===== src/rtl/stream_demux_1ton_if.sv =====
// Bundle for stream_demux_1ton: one upstream valid/ready stream plus NUM_CH downstream channels.
// DEMUX_DROP_CNT_EN adds the drop_cnt observation signal.
interface stream_demux_1ton_if #(
    parameter int DATA_W = 8,
    parameter int NUM_CH = 4,
    parameter int SEL_W  = 2
);
    logic                     in_valid;
    logic                     in_ready;
    logic [DATA_W-1:0]        in_data;
    logic [SEL_W-1:0]         in_sel;
    logic                     in_bcast;
    logic [NUM_CH-1:0]        out_valid;
    logic [NUM_CH-1:0]        out_ready;
    logic [NUM_CH*DATA_W-1:0] out_data;
    logic                     sel_err;
`ifdef DEMUX_DROP_CNT_EN
    logic [7:0]               drop_cnt;

    modport master (
        output in_valid, in_data, in_sel, in_bcast, out_ready,
        input  in_ready, out_valid, out_data, sel_err, drop_cnt
    );
    modport slave (
        input  in_valid, in_data, in_sel, in_bcast, out_ready,
        output in_ready, out_valid, out_data, sel_err, drop_cnt
    );
`else
    modport master (
        output in_valid, in_data, in_sel, in_bcast, out_ready,
        input  in_ready, out_valid, out_data, sel_err
    );
    modport slave (
        input  in_valid, in_data, in_sel, in_bcast, out_ready,
        output in_ready, out_valid, out_data, sel_err
    );
`endif
endinterface


===== src/rtl/stream_demux_1ton.sv =====
// Registered 1-to-NUM_CH stream demux with per-channel one-entry slots and broadcast mode.
// Optional macro DEMUX_DROP_CNT_EN adds a saturating 8-bit count of dropped out-of-range beats.
module stream_demux_1ton #(
    parameter int DATA_W = 8,
    parameter int NUM_CH = 4,
    parameter int SEL_W  = 2
) (
    input logic             clk,
    input logic             rst,
    stream_demux_1ton_if.slave bus
);
    // Handshake: a beat moves when in_valid & in_ready at a rising edge; in_ready never
    // looks at in_valid, and a channel beat is consumed when out_valid[k] & out_ready[k].

    logic [NUM_CH-1:0]        free;
    logic [NUM_CH-1:0]        load;
    logic [NUM_CH-1:0]        valid_q, valid_d;
    logic [NUM_CH*DATA_W-1:0] data_q, data_d;
    logic [31:0]              sel_wide;
    logic                     sel_ok;
    logic                     sel_free;
    logic                     ready;
    logic                     fire;
    logic                     drop;

    assign sel_wide = 32'(bus.in_sel);
    assign sel_ok   = (sel_wide < 32'(NUM_CH));
    assign free     = ~valid_q | bus.out_ready;

    always_comb begin
        sel_free = 1'b0;
        ready    = 1'b1;
        load     = '0;
        data_d   = data_q;
        for (int k = 0; k < NUM_CH; k++) begin
            if (sel_wide == 32'(k)) sel_free = free[k];
        end
        // Out-of-range unicast stays ready so the bad beat is swallowed instead of stalling.
        if (bus.in_bcast)  ready = &free;
        else if (sel_ok)   ready = sel_free;
        fire = bus.in_valid & ready;
        drop = fire & ~bus.in_bcast & ~sel_ok;
        for (int k = 0; k < NUM_CH; k++) begin
            load[k] = fire & (bus.in_bcast | (sel_wide == 32'(k)));
            if (load[k]) data_d[k*DATA_W +: DATA_W] = bus.in_data;
        end
        valid_d = load | (valid_q & ~bus.out_ready);
    end

    always_ff @(posedge clk or posedge rst) begin
        if (rst) begin
            valid_q <= '0;
            data_q  <= '0;
        end else begin
            valid_q <= valid_d;
            data_q  <= data_d;
        end
    end

    assign bus.in_ready  = ready;
    assign bus.out_valid = valid_q;
    assign bus.out_data  = data_q;

`ifdef DEMUX_DROP_CNT_EN
    logic [7:0] drop_cnt_q, drop_cnt_d;

    always_comb begin
        drop_cnt_d = drop_cnt_q;
        if (drop && (drop_cnt_q != 8'hFF)) drop_cnt_d = drop_cnt_q + 8'd1;
    end

    always_ff @(posedge clk or posedge rst) begin
        if (rst) drop_cnt_q <= 8'd0;
        else     drop_cnt_q <= drop_cnt_d;
    end

    assign bus.drop_cnt = drop_cnt_q;
    assign bus.sel_err  = (drop_cnt_q != 8'd0);
`else
    logic sel_err_q, sel_err_d;

    assign sel_err_d = sel_err_q | drop;

    always_ff @(posedge clk or posedge rst) begin
        if (rst) sel_err_q <= 1'b0;
        else     sel_err_q <= sel_err_d;
    end

    assign bus.sel_err = sel_err_q;
`endif
endmodule


===== src/flat_wrapper.sv =====
// flat-port wrapper written by rule: the top's interface ports become plain ports
module stream_demux_1ton_flat 
#(
    parameter int DATA_W = 8,
    parameter int NUM_CH = 4,
    parameter int SEL_W  = 2
)
  (clk, rst, bus_in_valid, bus_in_data, bus_in_sel, bus_in_bcast, bus_out_ready, bus_in_ready, bus_out_valid, bus_out_data, bus_sel_err);
  stream_demux_1ton_if #(.DATA_W(DATA_W), .NUM_CH(NUM_CH), .SEL_W(SEL_W)) bus_i ();
  input logic clk;
  input logic rst;
  input wire logic [$bits(bus_i.in_valid)-1:0] bus_in_valid;
  input wire logic [$bits(bus_i.in_data)-1:0] bus_in_data;
  input wire logic [$bits(bus_i.in_sel)-1:0] bus_in_sel;
  input wire logic [$bits(bus_i.in_bcast)-1:0] bus_in_bcast;
  input wire logic [$bits(bus_i.out_ready)-1:0] bus_out_ready;
  output wire logic [$bits(bus_i.in_ready)-1:0] bus_in_ready;
  output wire logic [$bits(bus_i.out_valid)-1:0] bus_out_valid;
  output wire logic [$bits(bus_i.out_data)-1:0] bus_out_data;
  output wire logic [$bits(bus_i.sel_err)-1:0] bus_sel_err;
  assign bus_i.in_valid = bus_in_valid;
  assign bus_i.in_data = bus_in_data;
  assign bus_i.in_sel = bus_in_sel;
  assign bus_i.in_bcast = bus_in_bcast;
  assign bus_i.out_ready = bus_out_ready;
  assign bus_in_ready = bus_i.in_ready;
  assign bus_out_valid = bus_i.out_valid;
  assign bus_out_data = bus_i.out_data;
  assign bus_sel_err = bus_i.sel_err;
  stream_demux_1ton #(.DATA_W(DATA_W), .NUM_CH(NUM_CH), .SEL_W(SEL_W)) u_core (.clk(clk), .rst(rst), .bus(bus_i));
endmodule

===== config.mk =====
export PLATFORM = sky130hd
export DESIGN_NAME = stream_demux_1ton_flat
export DESIGN_NICKNAME = d
export VERILOG_FILES = /design/src/rtl/stream_demux_1ton_if.sv /design/src/rtl/stream_demux_1ton.sv /design/src/flat_wrapper.sv
export SDC_FILE = /design/constraint.sdc
export NUM_CORES = 1
export LEC_CHECK = 0
export ABC_AREA = 1
export CAP_MARGIN = 20
export CORE_UTILIZATION = 48
export DETAILED_ROUTE_END_ITERATION = 6
export PLACE_DENSITY = 0.89
export RECOVER_POWER = 25
export SLEW_MARGIN = 10
export SYNTH_ARGS = -nofsm -noshare
export SYNTH_HDL_FRONTEND = slang
export SYNTH_SLANG_ARGS = --single-unit

===== constraint.sdc =====
create_clock -name clk -period 3.35 [get_ports clk]
set_input_delay 0.67 -clock clk [delete_from_list [all_inputs] [get_ports clk]]
set_output_delay 0.67 -clock clk [all_outputs]
set_load 0.02 [all_outputs]

==> results.toml <==
[final_layout]
antennaDiodeCount = 0
area_delta_synth_final_pct = 37.2
drive_gt1_share_pct = 8.26
nNetsFinal = 250
layout_commonest_cell = "nand2_1"
layout_common_cells = "nand2_1 (72), clkdlybuf4s50_1 (53), dfrtp_1 (36)"

[yosys]
syn_inst = 175
netlist.area_leader.share_pct = 55.6
synth_nets = 193
ys.warnings.count = 0
netlist-cell-type-count = 15
synth_area_um2 = 1620
synth_area_leaders = "dfrtp_1 (56%), nand2_1 (17%), nand4_1 (12%), nand3_4 (4.3%), buf_6 (2.1%)"
yosys_register_bits = 36
synth-seq-area-share_pct = 55.6
syn_avg_cell_area_um2 = 9.26
yosysTopAreaCell = "dfrtp_1"

[cts]
cts.sinks = 36
hold_buffers = 0
clk_pin_slew_worst_paths_ps = 80
cts_root_buffer = "clkbuf_4"
numCtsBuffers = 5
htreeDepth = 2
cts_tree = "yes"
cts_resized = 0
clk_path_buf_depth = 2
clk_latency_ps = 330
cts_setup_buffers = 0

[floorplanning]
core_um2 = 3130
pin_count = 56
start_util_pct = 51.8
fp.dieW_um = 60.1
rows = 20
fp.dieH_um = 60.1
die_area_um2 = 3610

[global_routing]
grt_pass1_wl_um = 5780
gr-total-overflow = 0
antenna_found_initial = 0
grt_pass1_vias = 1234
grt_max_degree = 37
grt_usage_pct = 23.0

[drt]
wl_met1_um = 1740
vias_per_cell = 5.06
route.met2.wl_um = 1560
totalWireLength_um = 3620
drc = 0
antenna_left = 0
route.met3.wl_um = 251
drt_iter0_markers = 62
firstDrtPassIters = 4
wl_per_cell_um = 13.2
dr.max_layer_used = "met4"
vias = 1386

[sta]
fin_crit_sh_pct = 90.8
hold_violations = 0
skew_ps = 9.16
max_freq_ghz = 0.329
final.min_clock_period_ps = 3040
rsz0062_at_grt = "no"
setup_viol = 0
setup_tns_ps = 0
slew_headroom_pct = -24.2
worstMarginPinSlew_ps = 1860
maxSlewViolCount = 37

[critical_path]
cp.required_ps = 2680
rr_worst_depth = 9
cp_slowest_stage_delay_ps = 610
r2r_end = "u_core.bus.out_data[3]"
crit_fanout = 10
worst_setup_path_start_kind = "input pin"
cp_cell_sequence = "clkdlybuf4s50_1, inv_1, nand2_1, nand2_2, nand2_1, nand2_2, nor2_8, clkdlybuf4s50_1"
r2r_start = "u_core.bus.out_valid[0]"
cp.arrival_ps = 2370
slowest_stage = "clkdlybuf4s50_1"
cp-end-kind = "primary output"
reg2reg_slack_ps = 1720
crit_type = "in -> out"

[job]
drv_cap = 1

[place]
dp_hpwl_um = 2610
numPortBuffers = 54
gp_congestion = 0.762

[power]
p_leak_nw = 1.07
p_total_w = 0.00142
ir_worst_vdd_mv = 0.351
power_density_nw_per_um2 = 639

[worst_hold_path]
min_to = "u_core.bus.out_data[0]"
min_path_type = "reg -> reg"
min-delay-start = "u_core.bus.out_data[0]"
hold_depth = 2

[run_status]
status = "complete, but fails checks"
violations = "capacitance limit, slew limit"
==> power breakdown <==
part	leakage, nW	switching (W)	internal [W]
clock network	0.0230	0.000121	0.0000700
registers	0.447	0.0000609	0.000548
logic	0.601	0.000341	0.000280
total	1.07	0.000523	0.000898
==> per-layer routing <==
layer / track usage (%) / vias to the layer above
met5: 0 / -
met4: 11.3 / 0
met3: 7.79 / 6
met2: 32.2 / 54
met1: 31.8 / 630
li1: - / 696
==> kinds of logic after synthesis <==
kind of cell / Yosys count / share of synthesized area [%]
simple gates: 117 / 37.1
compound gates: 5 / 1.78
buf+inv: 16 / 5.33
flops: 36 / 55.6
other cells: 1 / 0.231
==> synthesized netlist by cell type <==
cell	count
dfrtp_1	36
nor2_1	4
nand2_1	72
nor2_8	1
o21ai_1	4
inv_1	7
buf_6	3
nand2_2	4
inv_2	1
clkbuf_1	4
conb_1	1
o21ai_2	1
buf_4	1
nand3_4	4
nand4_1	32
==> metrics by stage <==
step	hold WS (ps)	instances	cell area [um^2]	setup WS, ps	utilization (%)
finish	478	274	2220	309	71.1
global route	501	274	2220	222	71.1
CTS	480	274	2230	312	71.2
detailed placement	458	269	2190	309	70.0
global placement	456	269	2190	345	70.0
floorplan	578	175	1620	1180	-
==> worst max-delay path: cells and delay by family <==
family | cells | cell delay [ps]
buf+inv | 3 | 1220
simple gates | 5 | 490
==> registers in the layout (all words and copies together), names as in the netlist <==
register	cells
u_core.bus.out_data	32
u_core.bus.out_valid	4
==> area by class of cell <==
cell class / count / area (um^2)
fillers: 255 / 905
flip-flops and latches: 36 / 901
multi-input cells: 123 / 633
repair buffers: 58 / 567
well taps: 44 / 55.1
clock buffers: 5 / 37.5
inverters: 8 / 30.0
==> how the worst max path moves through the flow <==
stage	end	from	depth (start not counted)	slack, ps
final	bus_in_ready	bus_in_sel[0]	8	310
after global routing	bus_in_ready	bus_in_sel[0]	8	220
after CTS	bus_in_ready	bus_in_sel[0]	8	310
after detailed placement	bus_in_ready	bus_in_sel[0]	8	310
after global placement	bus_in_ready	bus_in_sel[1]	8	340
after floorplan	bus_in_ready	bus_in_bcast	6	1180
(Power assumes the default switching activity.)
